--- config.mk ---
export PLATFORM = sky130hd
export DESIGN_NAME = ex_mem1_load_stage_flat
export DESIGN_NICKNAME = d
export VERILOG_FILES = /design/src/rtl/ex_mem1_load_stage_pkg.sv /design/src/rtl/ex_mem1_load_stage_if.sv /design/src/rtl/ex_mem1_load_stage_align.sv /design/src/rtl/ex_mem1_load_stage.sv /design/src/flat_wrapper.sv
export SDC_FILE = /design/constraint.sdc
export NUM_CORES = 1
export LEC_CHECK = 0
export ABC_AREA = 1
export CAP_MARGIN = 10
export CORE_UTILIZATION = 42
export DETAILED_ROUTE_END_ITERATION = 12
export GPL_ROUTABILITY_DRIVEN = 0
export PLACE_DENSITY = 0.81
export SLEW_MARGIN = 20
export SYNTH_ARGS = -nofsm -noshare
export SYNTH_HDL_FRONTEND = slang
export SYNTH_SLANG_ARGS = --single-unit
--- constraint.sdc ---
create_clock -name clk -period 1.63 [get_ports clk]
set_clock_uncertainty 0.15 [all_clocks]
set_input_delay 0.163 -clock clk [delete_from_list [all_inputs] [get_ports clk]]
set_output_delay 0.163 -clock clk [all_outputs]
set_load 0.02 [all_outputs]
--- src/rtl/ex_mem1_load_stage_pkg.sv ---
// Shared types for the EX->MEM1 load stage: funct3 codes,
// FSM encoding, captured-op bundle and alignment helpers.
package ex_mem1_load_stage_pkg;

  localparam int MEM1_RD_W = 5;

  typedef enum logic [2:0] {
    F3_LB  = 3'b000,
    F3_LH  = 3'b001,
    F3_LW  = 3'b010,
    F3_LBU = 3'b100,
    F3_LHU = 3'b101
  } ld_funct3_e;

  typedef enum logic [1:0] {
    S_IDLE   = 2'd0,
    S_LOOKUP = 2'd1,
    S_MISS   = 2'd2
  } mem1_state_e;

  typedef struct packed {
    ld_funct3_e           funct3;
    logic [1:0]           offset;
    logic [MEM1_RD_W-1:0] rd;
    logic                 is_load;
  } mem1_op_t;

  function automatic logic mem1_misaligned(
    input ld_funct3_e f,
    input logic [1:0] off
  );
    logic half, word;
    half = f inside {F3_LH, F3_LHU};
    word = (f == F3_LW);
    return (half && off[0]) || (word && (off != 2'b00));
  endfunction

endpackage

--- src/rtl/ex_mem1_load_stage_if.sv ---
// EX request, dcache response and writeback bundle for MEM1.
// MEM1_MISALIGN_TRAP_EN adds the o_misalign trap line.
interface ex_mem1_load_stage_if #(
  parameter int XLEN = 32,
  parameter int RD_W = 5
);
  logic            i_valid;
  logic            i_is_load;
  logic [2:0]      i_funct3;
  logic [1:0]      i_mem_addr;
  logic [RD_W-1:0] i_rd;
  logic            i_flush;
  logic            i_dc_hit;
  logic [XLEN-1:0] i_dc_rdata;
  logic            i_dc_refill_valid;
  logic            o_stall;
  logic            o_wb_valid;
  logic [RD_W-1:0] o_wb_rd;
  logic [XLEN-1:0] o_wb_data;
  logic            o_tmo_err;

`ifdef MEM1_MISALIGN_TRAP_EN
  logic            o_misalign;

  modport master (
    output i_valid, i_is_load, i_funct3,
    output i_mem_addr, i_rd, i_flush,
    output i_dc_hit, i_dc_rdata,
    output i_dc_refill_valid,
    input  o_stall, o_wb_valid, o_wb_rd,
    input  o_wb_data, o_tmo_err, o_misalign
  );

  modport slave (
    input  i_valid, i_is_load, i_funct3,
    input  i_mem_addr, i_rd, i_flush,
    input  i_dc_hit, i_dc_rdata,
    input  i_dc_refill_valid,
    output o_stall, o_wb_valid, o_wb_rd,
    output o_wb_data, o_tmo_err, o_misalign
  );
`else
  modport master (
    output i_valid, i_is_load, i_funct3,
    output i_mem_addr, i_rd, i_flush,
    output i_dc_hit, i_dc_rdata,
    output i_dc_refill_valid,
    input  o_stall, o_wb_valid, o_wb_rd,
    input  o_wb_data, o_tmo_err
  );

  modport slave (
    input  i_valid, i_is_load, i_funct3,
    input  i_mem_addr, i_rd, i_flush,
    input  i_dc_hit, i_dc_rdata,
    input  i_dc_refill_valid,
    output o_stall, o_wb_valid, o_wb_rd,
    output o_wb_data, o_tmo_err
  );
`endif

endinterface

--- src/rtl/ex_mem1_load_stage_align.sv ---
// Combinational load aligner: picks byte/half/word from a
// word-aligned dcache word and sign/zero-extends it.
import ex_mem1_load_stage_pkg::*;

module ex_mem1_load_stage_align #(
  parameter int XLEN = 32
) (
  input  logic [XLEN-1:0] word,
  input  ld_funct3_e      funct3,
  input  logic [1:0]      offset,
  output logic [XLEN-1:0] data
);

  logic [7:0]  b;
  logic [15:0] h;
  logic        is_b;
  logic        is_h;
  logic        sx;

  assign b    = word[{offset, 3'b000} +: 8];
  assign h    = word[{offset[1], 4'b0000} +: 16];
  assign is_b = funct3 inside {F3_LB, F3_LBU};
  assign is_h = funct3 inside {F3_LH, F3_LHU};
  assign sx   = !funct3[2];

  always_comb begin
    data = word;
    unique case (1'b1)
      is_b:    data = {{(XLEN-8){sx & b[7]}}, b};
      is_h:    data = {{(XLEN-16){sx & h[15]}}, h};
      default: data = word;
    endcase
  end

endmodule

--- src/rtl/ex_mem1_load_stage.sv ---
// MEM1 load stage: dcache lookup, miss wait and load writeback.
// Optional MEM1_MISALIGN_TRAP_EN traps misaligned half/word ops.
import ex_mem1_load_stage_pkg::*;

module ex_mem1_load_stage #(
  parameter int XLEN     = 32,
  parameter int RD_W     = MEM1_RD_W,
  parameter int MISS_TMO = 255
) (
  input logic                clk,
  input logic                rst,
  ex_mem1_load_stage_if.slave bus
);

  localparam int CNT_W = $clog2(MISS_TMO + 1);

  mem1_state_e     state_q;
  mem1_state_e     state_d;
  mem1_op_t        op_q;
  logic [CNT_W-1:0] cnt_q;
  logic [XLEN-1:0] algn;
  logic            cap;
  logic            live;
  logic            miss_go;
  logic            wb_go;
  logic            stall;
  logic            tmo;
  logic            mis;
  logic            wb_valid;
  logic [RD_W-1:0] wb_rd;
  logic [XLEN-1:0] wb_data;
  logic            tmo_err;

`ifdef MEM1_MISALIGN_TRAP_EN
  assign mis = (state_q == S_LOOKUP) && !bus.i_flush
            && mem1_misaligned(op_q.funct3, op_q.offset);
  assign bus.o_misalign = mis;
`else
  assign mis = 1'b0;
`endif

  // A missing load stalls EX in the very lookup cycle.
  assign cap = bus.i_valid && !bus.i_flush && !stall;
  assign tmo = (state_q == S_MISS)
            && !bus.i_dc_refill_valid
            && (cnt_q == CNT_W'(MISS_TMO - 1));

  ex_mem1_load_stage_align #(
    .XLEN (XLEN)
  ) u_align (
    .word   (bus.i_dc_rdata),
    .funct3 (op_q.funct3),
    .offset (op_q.offset),
    .data   (algn)
  );

  always_ff @(posedge clk) begin
    if (rst) state_q <= S_IDLE;
    else     state_q <= state_d;
  end

  always_comb begin
    state_d = state_q;
    unique case (state_q)
      S_IDLE: begin
        if (cap) state_d = S_LOOKUP;
      end
      S_LOOKUP: begin
        if (miss_go)  state_d = S_MISS;
        else if (cap) state_d = S_LOOKUP;
        else          state_d = S_IDLE;
      end
      S_MISS: begin
        if (bus.i_dc_refill_valid || tmo)
          state_d = S_IDLE;
      end
      default: state_d = S_IDLE;
    endcase
  end

  always_comb begin
    live    = 1'b0;
    miss_go = 1'b0;
    wb_go   = 1'b0;
    stall   = 1'b0;
    unique case (state_q)
      S_LOOKUP: begin
        live    = op_q.is_load && !bus.i_flush && !mis;
        miss_go = live && !bus.i_dc_hit;
        wb_go   = live && bus.i_dc_hit;
        stall   = miss_go;
      end
      S_MISS: begin
        stall = 1'b1;
        wb_go = bus.i_dc_refill_valid;
      end
      default: ;
    endcase
  end

  always_ff @(posedge clk) begin
    if (rst) begin
      op_q     <= '0;
      cnt_q    <= '0;
      wb_valid <= 1'b0;
      wb_rd    <= '0;
      wb_data  <= '0;
      tmo_err  <= 1'b0;
    end else begin
      if (cap) begin
        op_q <= '{
          funct3:  ld_funct3_e'(bus.i_funct3),
          offset:  bus.i_mem_addr,
          rd:      bus.i_rd,
          is_load: bus.i_is_load
        };
      end
      if (state_q == S_MISS && state_d == S_MISS)
        cnt_q <= cnt_q + CNT_W'(1);
      else
        cnt_q <= '0;
      wb_valid <= wb_go;
      if (wb_go) begin
        wb_rd   <= op_q.rd;
        wb_data <= algn;
      end
      if (tmo) tmo_err <= 1'b1;
    end
  end

  assign bus.o_stall    = stall;
  assign bus.o_wb_valid = wb_valid;
  assign bus.o_wb_rd    = wb_rd;
  assign bus.o_wb_data  = wb_data;
  assign bus.o_tmo_err  = tmo_err;

endmodule
--- src/flat_wrapper.sv ---
// flat-port wrapper written by rule: the top's interface ports become plain ports
module ex_mem1_load_stage_flat 
#(
  parameter int XLEN     = 32,
  parameter int RD_W     = MEM1_RD_W,
  parameter int MISS_TMO = 255
)
  (clk, rst, bus_i_valid, bus_i_is_load, bus_i_funct3, bus_i_mem_addr, bus_i_rd, bus_i_flush, bus_i_dc_hit, bus_i_dc_rdata, bus_i_dc_refill_valid, bus_o_stall, bus_o_wb_valid, bus_o_wb_rd, bus_o_wb_data, bus_o_tmo_err);
  ex_mem1_load_stage_if #(.XLEN(XLEN), .RD_W(RD_W)) bus_i ();
  input logic clk;
  input logic rst;
  input wire logic [$bits(bus_i.i_valid)-1:0] bus_i_valid;
  input wire logic [$bits(bus_i.i_is_load)-1:0] bus_i_is_load;
  input wire logic [$bits(bus_i.i_funct3)-1:0] bus_i_funct3;
  input wire logic [$bits(bus_i.i_mem_addr)-1:0] bus_i_mem_addr;
  input wire logic [$bits(bus_i.i_rd)-1:0] bus_i_rd;
  input wire logic [$bits(bus_i.i_flush)-1:0] bus_i_flush;
  input wire logic [$bits(bus_i.i_dc_hit)-1:0] bus_i_dc_hit;
  input wire logic [$bits(bus_i.i_dc_rdata)-1:0] bus_i_dc_rdata;
  input wire logic [$bits(bus_i.i_dc_refill_valid)-1:0] bus_i_dc_refill_valid;
  output wire logic [$bits(bus_i.o_stall)-1:0] bus_o_stall;
  output wire logic [$bits(bus_i.o_wb_valid)-1:0] bus_o_wb_valid;
  output wire logic [$bits(bus_i.o_wb_rd)-1:0] bus_o_wb_rd;
  output wire logic [$bits(bus_i.o_wb_data)-1:0] bus_o_wb_data;
  output wire logic [$bits(bus_i.o_tmo_err)-1:0] bus_o_tmo_err;
  assign bus_i.i_valid = bus_i_valid;
  assign bus_i.i_is_load = bus_i_is_load;
  assign bus_i.i_funct3 = bus_i_funct3;
  assign bus_i.i_mem_addr = bus_i_mem_addr;
  assign bus_i.i_rd = bus_i_rd;
  assign bus_i.i_flush = bus_i_flush;
  assign bus_i.i_dc_hit = bus_i_dc_hit;
  assign bus_i.i_dc_rdata = bus_i_dc_rdata;
  assign bus_i.i_dc_refill_valid = bus_i_dc_refill_valid;
  assign bus_o_stall = bus_i.o_stall;
  assign bus_o_wb_valid = bus_i.o_wb_valid;
  assign bus_o_wb_rd = bus_i.o_wb_rd;
  assign bus_o_wb_data = bus_i.o_wb_data;
  assign bus_o_tmo_err = bus_i.o_tmo_err;
  ex_mem1_load_stage #(.XLEN(XLEN), .RD_W(RD_W), .MISS_TMO(MISS_TMO)) u_core (.clk(clk), .rst(rst), .bus(bus_i));
endmodule
# Word-level counts from Yosys, hierarchy flattened
# Cells that the tools add are included.
[op_classes] shift=2 mux=9 bitwise_logic=3 n_reduce_logical=19 n_eq_ne=7 add_sub_neg=1
[op_table] operator="$pmux 32 s2" count=1
[op_table] operator="$shiftx 32x6->16" count=1
[op_table] operator="$shiftx 32x6->8" count=1
[op_table] operator="$add 8x1->8 const B" count=1
[op_table] operator="$eq 8x8->1 const B" count=1
[op_table] operator="$logic_and 1x1->1" count=8
[op_table] operator="$eq 3x3->1 const B" count=2
[op_table] operator="$mux 2" count=3
[op_table] operator="$pmux 2 s3" count=1
[op_table] operator="$logic_not 1->1" count=5
[op_table] operator="$eq 2x2->1 const B" count=2
[op_table] operator="$pmux 1 s2" count=2
[op_table] operator="$reduce_bool 2->1" count=2
[op_table] operator="$eq 3x1->1 const B" count=1
[op_table] operator="$logic_not 3->1" count=1
[op_table] operator="$and 1x1->1" count=2
[op_table] operator="$eq 2x1->1 const B" count=1
[op_table] operator="$logic_not 2->1" count=1
[op_table] operator="$mux 1" count=2
[op_table] operator="$reduce_or 2->1" count=1
[op_table] operator="$logic_or 1x1->1" count=1
[op_table] operator="$not 1->1" count=1
[word_totals] word_cells=51 ff_bits=60 in_bits=49

# Logic depth before layout (Yosys ltp)
[logic_depth] depth_word=13 depth_mapped=14 depth_no_buf=14

# By module
# A second synthesis with hierarchy kept.
[hier_totals] hier_cells=451 hier_area_um2=3205.6
[modules_own_cells] mod="ex_mem1_load_stage" cells_each=296 area_each_um2=2359.8 instances=1
[modules_own_cells] mod="ex_mem1_load_stage_align" cells_each=155 area_each_um2=845.8 instances=1

# Worst setup path before layout
# Ideal clock, no wire load.
[synth_path] path_type="flip-flop to flip-flop" start="reg u_core.state_q[0]" end="reg u_core.wb_data[10] (netlist: u_core.bus.o_wb_data[10])" setup_ps=116 stages_incl_launch_ff=11 path_buffers=1 slack_ps=-106 required_ps=1364 t_arrival_ps=1470 path_cell_list="dfxtp_1 > inv_1 > ha_1 > inv_2 > o21ai_1 > nand2_1 > inv_2 > buf_2 > nand4_1 > o211ai_1 > inv_1"
[synth_between] elab_chain_len=2
[synth_lines] item="start: declaration" line="ex_mem1_load_stage.sv:17" source="mem1_state_e state_q;"
[synth_lines] item="start signal: assignment" line="ex_mem1_load_stage.sv:59" source="else state_q <= state_d;"
[synth_lines] item="$eq 2x2->1 or $eq 2x1->1 (tied branches)" line="ex_mem1_load_stage.sv:86" source="unique case (state_q)"
[synth_lines] item="$pmux 1 s2 *" line="ex_mem1_load_stage.sv:86"
[synth_lines] item="end signal: assignment" line="ex_mem1_load_stage.sv:125" source="wb_data <= algn;"
[synth_lines] item="end: declaration" line="ex_mem1_load_stage.sv:31" source="logic [XLEN-1:0] wb_data;"
# Every way passes the cells marked *; elsewhere a longest branch is shown, timed or not.
# A chain may end at the register's enable or synchronous reset.

# Worst setup path after layout
[layout_path] start="reg u_core.state_q[0]" end="reg u_core.cnt_q[4]"
[layout_between] elab_chain_len=11
[layout_lines] item="$eq 2x2->1 or $eq 2x1->1 (tied branches)"
[layout_lines] item="$pmux 1 s2" line="ex_mem1_load_stage.sv:86"
[layout_lines] item="$logic_not 1->1" line="ex_mem1_load_stage.sv:43" source="assign cap = bus.i_valid && !bus.i_flush && !stall;"
[layout_lines] item="$logic_and 1x1->1" line="ex_mem1_load_stage.sv:43"
[layout_lines] item="$mux 1" line="ex_mem1_load_stage.sv:70" source="else if (cap) state_d = S_LOOKUP;"
[layout_lines] item="$mux 2" line="ex_mem1_load_stage.sv:69" source="if (miss_go) state_d = S_MISS;"
[layout_lines] item="$pmux 2 s3" line="ex_mem1_load_stage.sv:64" source="unique case (state_q)"
[layout_lines] item="$eq 2x2->1" line="ex_mem1_load_stage.sv:118" source="if (state_q == S_MISS && state_d == S_MISS)"
[layout_lines] item="$logic_and 1x1->1 *" line="ex_mem1_load_stage.sv:118"
[layout_lines] item="$not 1->1 (no source line) *"
[layout_lines] item="$reduce_or 2->1 (no source line) *"
[layout_lines] item="end signal: assignment" line="ex_mem1_load_stage.sv:119" source="cnt_q <= cnt_q + CNT_W'(1);"
[layout_lines] item="end: declaration" line="ex_mem1_load_stage.sv:20" source="logic [CNT_W-1:0] cnt_q;"
# Marks and branches as above.

==> impl_metrics.env <==
export IMPL_path_max_fanout=8
export IMPL_syn_inst=392
export IMPL_coreArea_mm2=0.00679
export IMPL_avgViaCountPerCell=5.28
export IMPL_synth_area_leader_cell="dfxtp_1"
export IMPL_hpwl_um=5800
export IMPL_syn_nets=447
export IMPL_utilization=0.726
export IMPL_place_ws_ns=-0.300
export IMPL_cts_tree="done"
export IMPL_drive_gt1_frac=0.306
export IMPL_powerDensity_mw_per_mm2=762
export IMPL_cts_buffers=9
export IMPL_rsz0062_at_grt="yes"
export IMPL_crit_path_max_incr_delay_ns=0.38
export IMPL_gr_usage_all_layers=0.247
export IMPL_antenna_found_initial=0
export IMPL_ys_seq_area_frac=0.408
export IMPL_yosysUniqueCellTypes=33
export IMPL_syn_area_per_cell_um2=7.50
export IMPL_grt_pass1_wl_um=14100
export IMPL_setup_tns_ns=-7.42
export IMPL_rows=30
export IMPL_area_delta_synth_final_pct=67.7
export IMPL_min_path_type="in -> reg"
export IMPL_yosys_top_cells_count="nand2_1, dfxtp_1, nor2_1"
export IMPL_critPathKind="reg -> reg"
export IMPL_rr_startpoint="u_core.state_q[0]"
export IMPL_crit_required_ns=1.76
export IMPL_finalSetupViolations=48
export IMPL_max_cap_violations=0
export IMPL_synthAdderAreaFrac=0.0255
export IMPL_remaining_drc_errors=0
export IMPL_netlist_top_cells_area="dfxtp_1, nand2_1, nor2_1, o21ai_0, a21oi_1"
export IMPL_violations="negative setup slack"
export IMPL_synth_cell_area_mm2=0.00294
export IMPL_wl_per_cell_um=15.7
export IMPL_hold_path_depth=3
export IMPL_switching_power_mw=0.945
export IMPL_die_w_um=85.7
export IMPL_worstSetupStartpointType="flip-flop"
export IMPL_p_comb_frac=0.151
export IMPL_clockBufferDepth=2
export IMPL_slew_limit_headroom=0.553
export IMPL_min_period_ns=1.96
export IMPL_cp_end_kind="flip-flop"
export IMPL_vias=3247
export IMPL_rrSetupSlack_ns=-0.33
export IMPL_synth_simple_gate_area_frac=0.239
export IMPL_drt_first_pass_iters=5
export IMPL_die_h_um=85.7
export IMPL_synth_edff_count=0
export IMPL_crit_slowest_cell="dfxtp_4"
export IMPL_port_buffer_count=88
export IMPL_worst_slack_ns=-0.330
export IMPL_synth_flop_cell="dfxtp_1"
export IMPL_num_antenna_cells=0
export IMPL_reg2regPathDepth=10
export IMPL_dr_first_iter_drc_count=269
export IMPL_irDropWorstVdd_mv=0.647
export IMPL_antenna_left=0
export IMPL_grt_overflow=0
export IMPL_status="finished with violations"
export IMPL_power_share_clock=0.447
export IMPL_crit_end="u_core.cnt_q[4]"
export IMPL_final_hold_viol_count=0
export IMPL_crit_path_start="u_core.state_q[0]"
export IMPL_period_share=1.20
export IMPL_root_buffer="clkbuf_8"
export IMPL_synth_most_common_cell="nand2_1"
export IMPL_max_freq_mhz=510
export IMPL_path_clk_slew_ns=0.07
export IMPL_drv_slew=0
export IMPL_synth_compound_area_share=0.197
export IMPL_yosysWarnings=0
export IMPL_instances_no_fill=615
export IMPL_seq_power_share=0.402
export IMPL_initial_core_util=0.433
export IMPL_holdWs_ns=0.279
export IMPL_ios=89
export IMPL_die_area_mm2=0.00734
export IMPL_synth_top_area_share=0.408
export IMPL_postCtsHoldBufs=0
export IMPL_muxShareOfSynthArea=0.0238
export IMPL_cp_data_arrival_time_ns=2.09
export IMPL_placed_cells=584
export IMPL_async_flop_share=0
export IMPL_power_leakage_nw=2.26
export IMPL_grt_max_degree=26
export IMPL_path_cells="inv_2 -> ha_4 -> inv_1 -> o211ai_1 -> nor2_1 -> nor2_1 -> nand2_1 -> nand2_2 -> nand3_4 -> nor2_2"
export IMPL_clock_sinks=60
export IMPL_switching_share=0.252
export IMPL_critPathMostFrequentCell="nor2_1"
export IMPL_tightest_slew_ns=0.666
export IMPL_yosys_register_bits=60
export IMPL_synthXorXnorAreaFrac=0.0179
export IMPL_r2r_end="u_core.cnt_q[4]"
export IMPL_synth_top_family_by_area="simple AND/OR/NAND/NOR gates"
export IMPL_totalWireLength_um=9670
export IMPL_grt_pass1_vias=3066
export IMPL_p_int_mw=2.81
export IMPL_finalNetCount=569
export IMPL_htree_levels=3
export IMPL_clock_latency_ns=0.34
## cells by family after synthesis
logic type,Yosys count
AND/OR/NAND/NOR,160
multiplexers,7
adder cells (fa/ha/maj),6
flip-flops,60
XOR/XNOR,6
buffers and inverters,59
AO/OA/AOI/OAI,94
## layout make-up
type | instances | area (µm²)
clock buffers | 10 | 138
clock inverters | 6 | 110
fillers | 458 | 1860
inverters | 38 | 159
multi-input cells | 273 | 1820
flip-flops and latches | 60 | 1210
well taps | 96 | 120
repair buffers | 132 | 1380
## power groups by stage
stage / Combinational (mW) / Sequential (mW) / Clock (mW)
after detailed placement: 0.457 / 1.54 / 0
final: 0.568 / 1.51 / 1.68
after global routing: 0.602 / 1.51 / 1.76
after global placement: 0.451 / 1.54 / 0
after floorplan: 0.234 / 1.54 / 0
after CTS: 0.498 / 1.51 / 1.67
## stage by stage
stage	cell area (µm²)	power, mW
6_report	4930	3.76
5_1_grt	4930	3.87
4_1_cts	4640	3.68
3_5_place_dp	4100	2.00
3_3_place_gp	4100	1.99
2_1_floorplan	2970	1.77
## sequential cells by signal, summed over array words and instances (netlist names)
signal                 count
u_core.state_q             2
u_core.op_q               11
u_core.bus.o_wb_rd         5
u_core.cnt_q               8
u_core.bus.o_wb_data      32
u_core.bus.o_tmo_err       1
u_core.bus.o_wb_valid      1
## what timing repair did
action,in CTS,in global routing
cloned,3,1
pin swaps,9,14
endpoints found under the setup margin,57,74
hold endpoints to repair,0,0
setup buffers,5,8
gates resized for setup,71,85
## layer usage
layer,vias up,GRT usage,routed length [µm]
li1,1537,-,-
met1,1502,0.301,3960
met2,167,0.408,4620
met3,41,0.0443,716
met4,0,0.148,368
met5,-,0,0
## layout by cell type (no fill, tap or decap), types with 4 or more instances in the layout
cell / Yosys / routed
nand2_1: 81 / 74
clkdlybuf4s50_1: 0 / 66
dfxtp_1: 60 / 58
nor2_1: 46 / 33
inv_1: 35 / 30
buf_4: 1 / 28
a21oi_2: 10 / 25
nor2_2: 10 / 17
dlymetal6s2s_1: 0 / 17
a21oi_1: 29 / 14
o21ai_2: 0 / 13
o21ai_1: 2 / 10
clkbuf_8: 0 / 10
o211ai_1: 9 / 9
nand4_1: 9 / 9
nand2_2: 3 / 8
o21ai_4: 0 / 7
mux2i_1: 7 / 7
o2111ai_1: 7 / 7
buf_6: 3 / 7
o21ai_0: 34 / 6
nor2_4: 0 / 6
nand3_1: 4 / 4
dlygate4sd2_1: 0 / 4
buf_12: 0 / 4
## worst max-delay path: cells and delay by family (launching register included)
family,cells,cell delay [ns]
AND/OR/NAND/NOR,6,0.76
flip-flops,1,0.38
adder cells (fa/ha/maj),1,0.31
AO/OA/AOI/OAI,1,0.17
buffers and inverters,2,0.14
## how the worst min path moves through the flow
stage	startpoint	to
detailed placement	u_core.bus.o_wb_data[15]	u_core.bus.o_wb_data[15]
floorplan	bus_i_rd[1]	u_core.op_q[2]
global route	bus_i_rd[1]	u_core.op_q[2]
global placement	u_core.bus.o_tmo_err	u_core.bus.o_tmo_err
finish	bus_i_rd[2]	u_core.op_q[3]
CTS	bus_i_rd[2]	u_core.op_q[3]
Power figures use the tool's default switching activity.
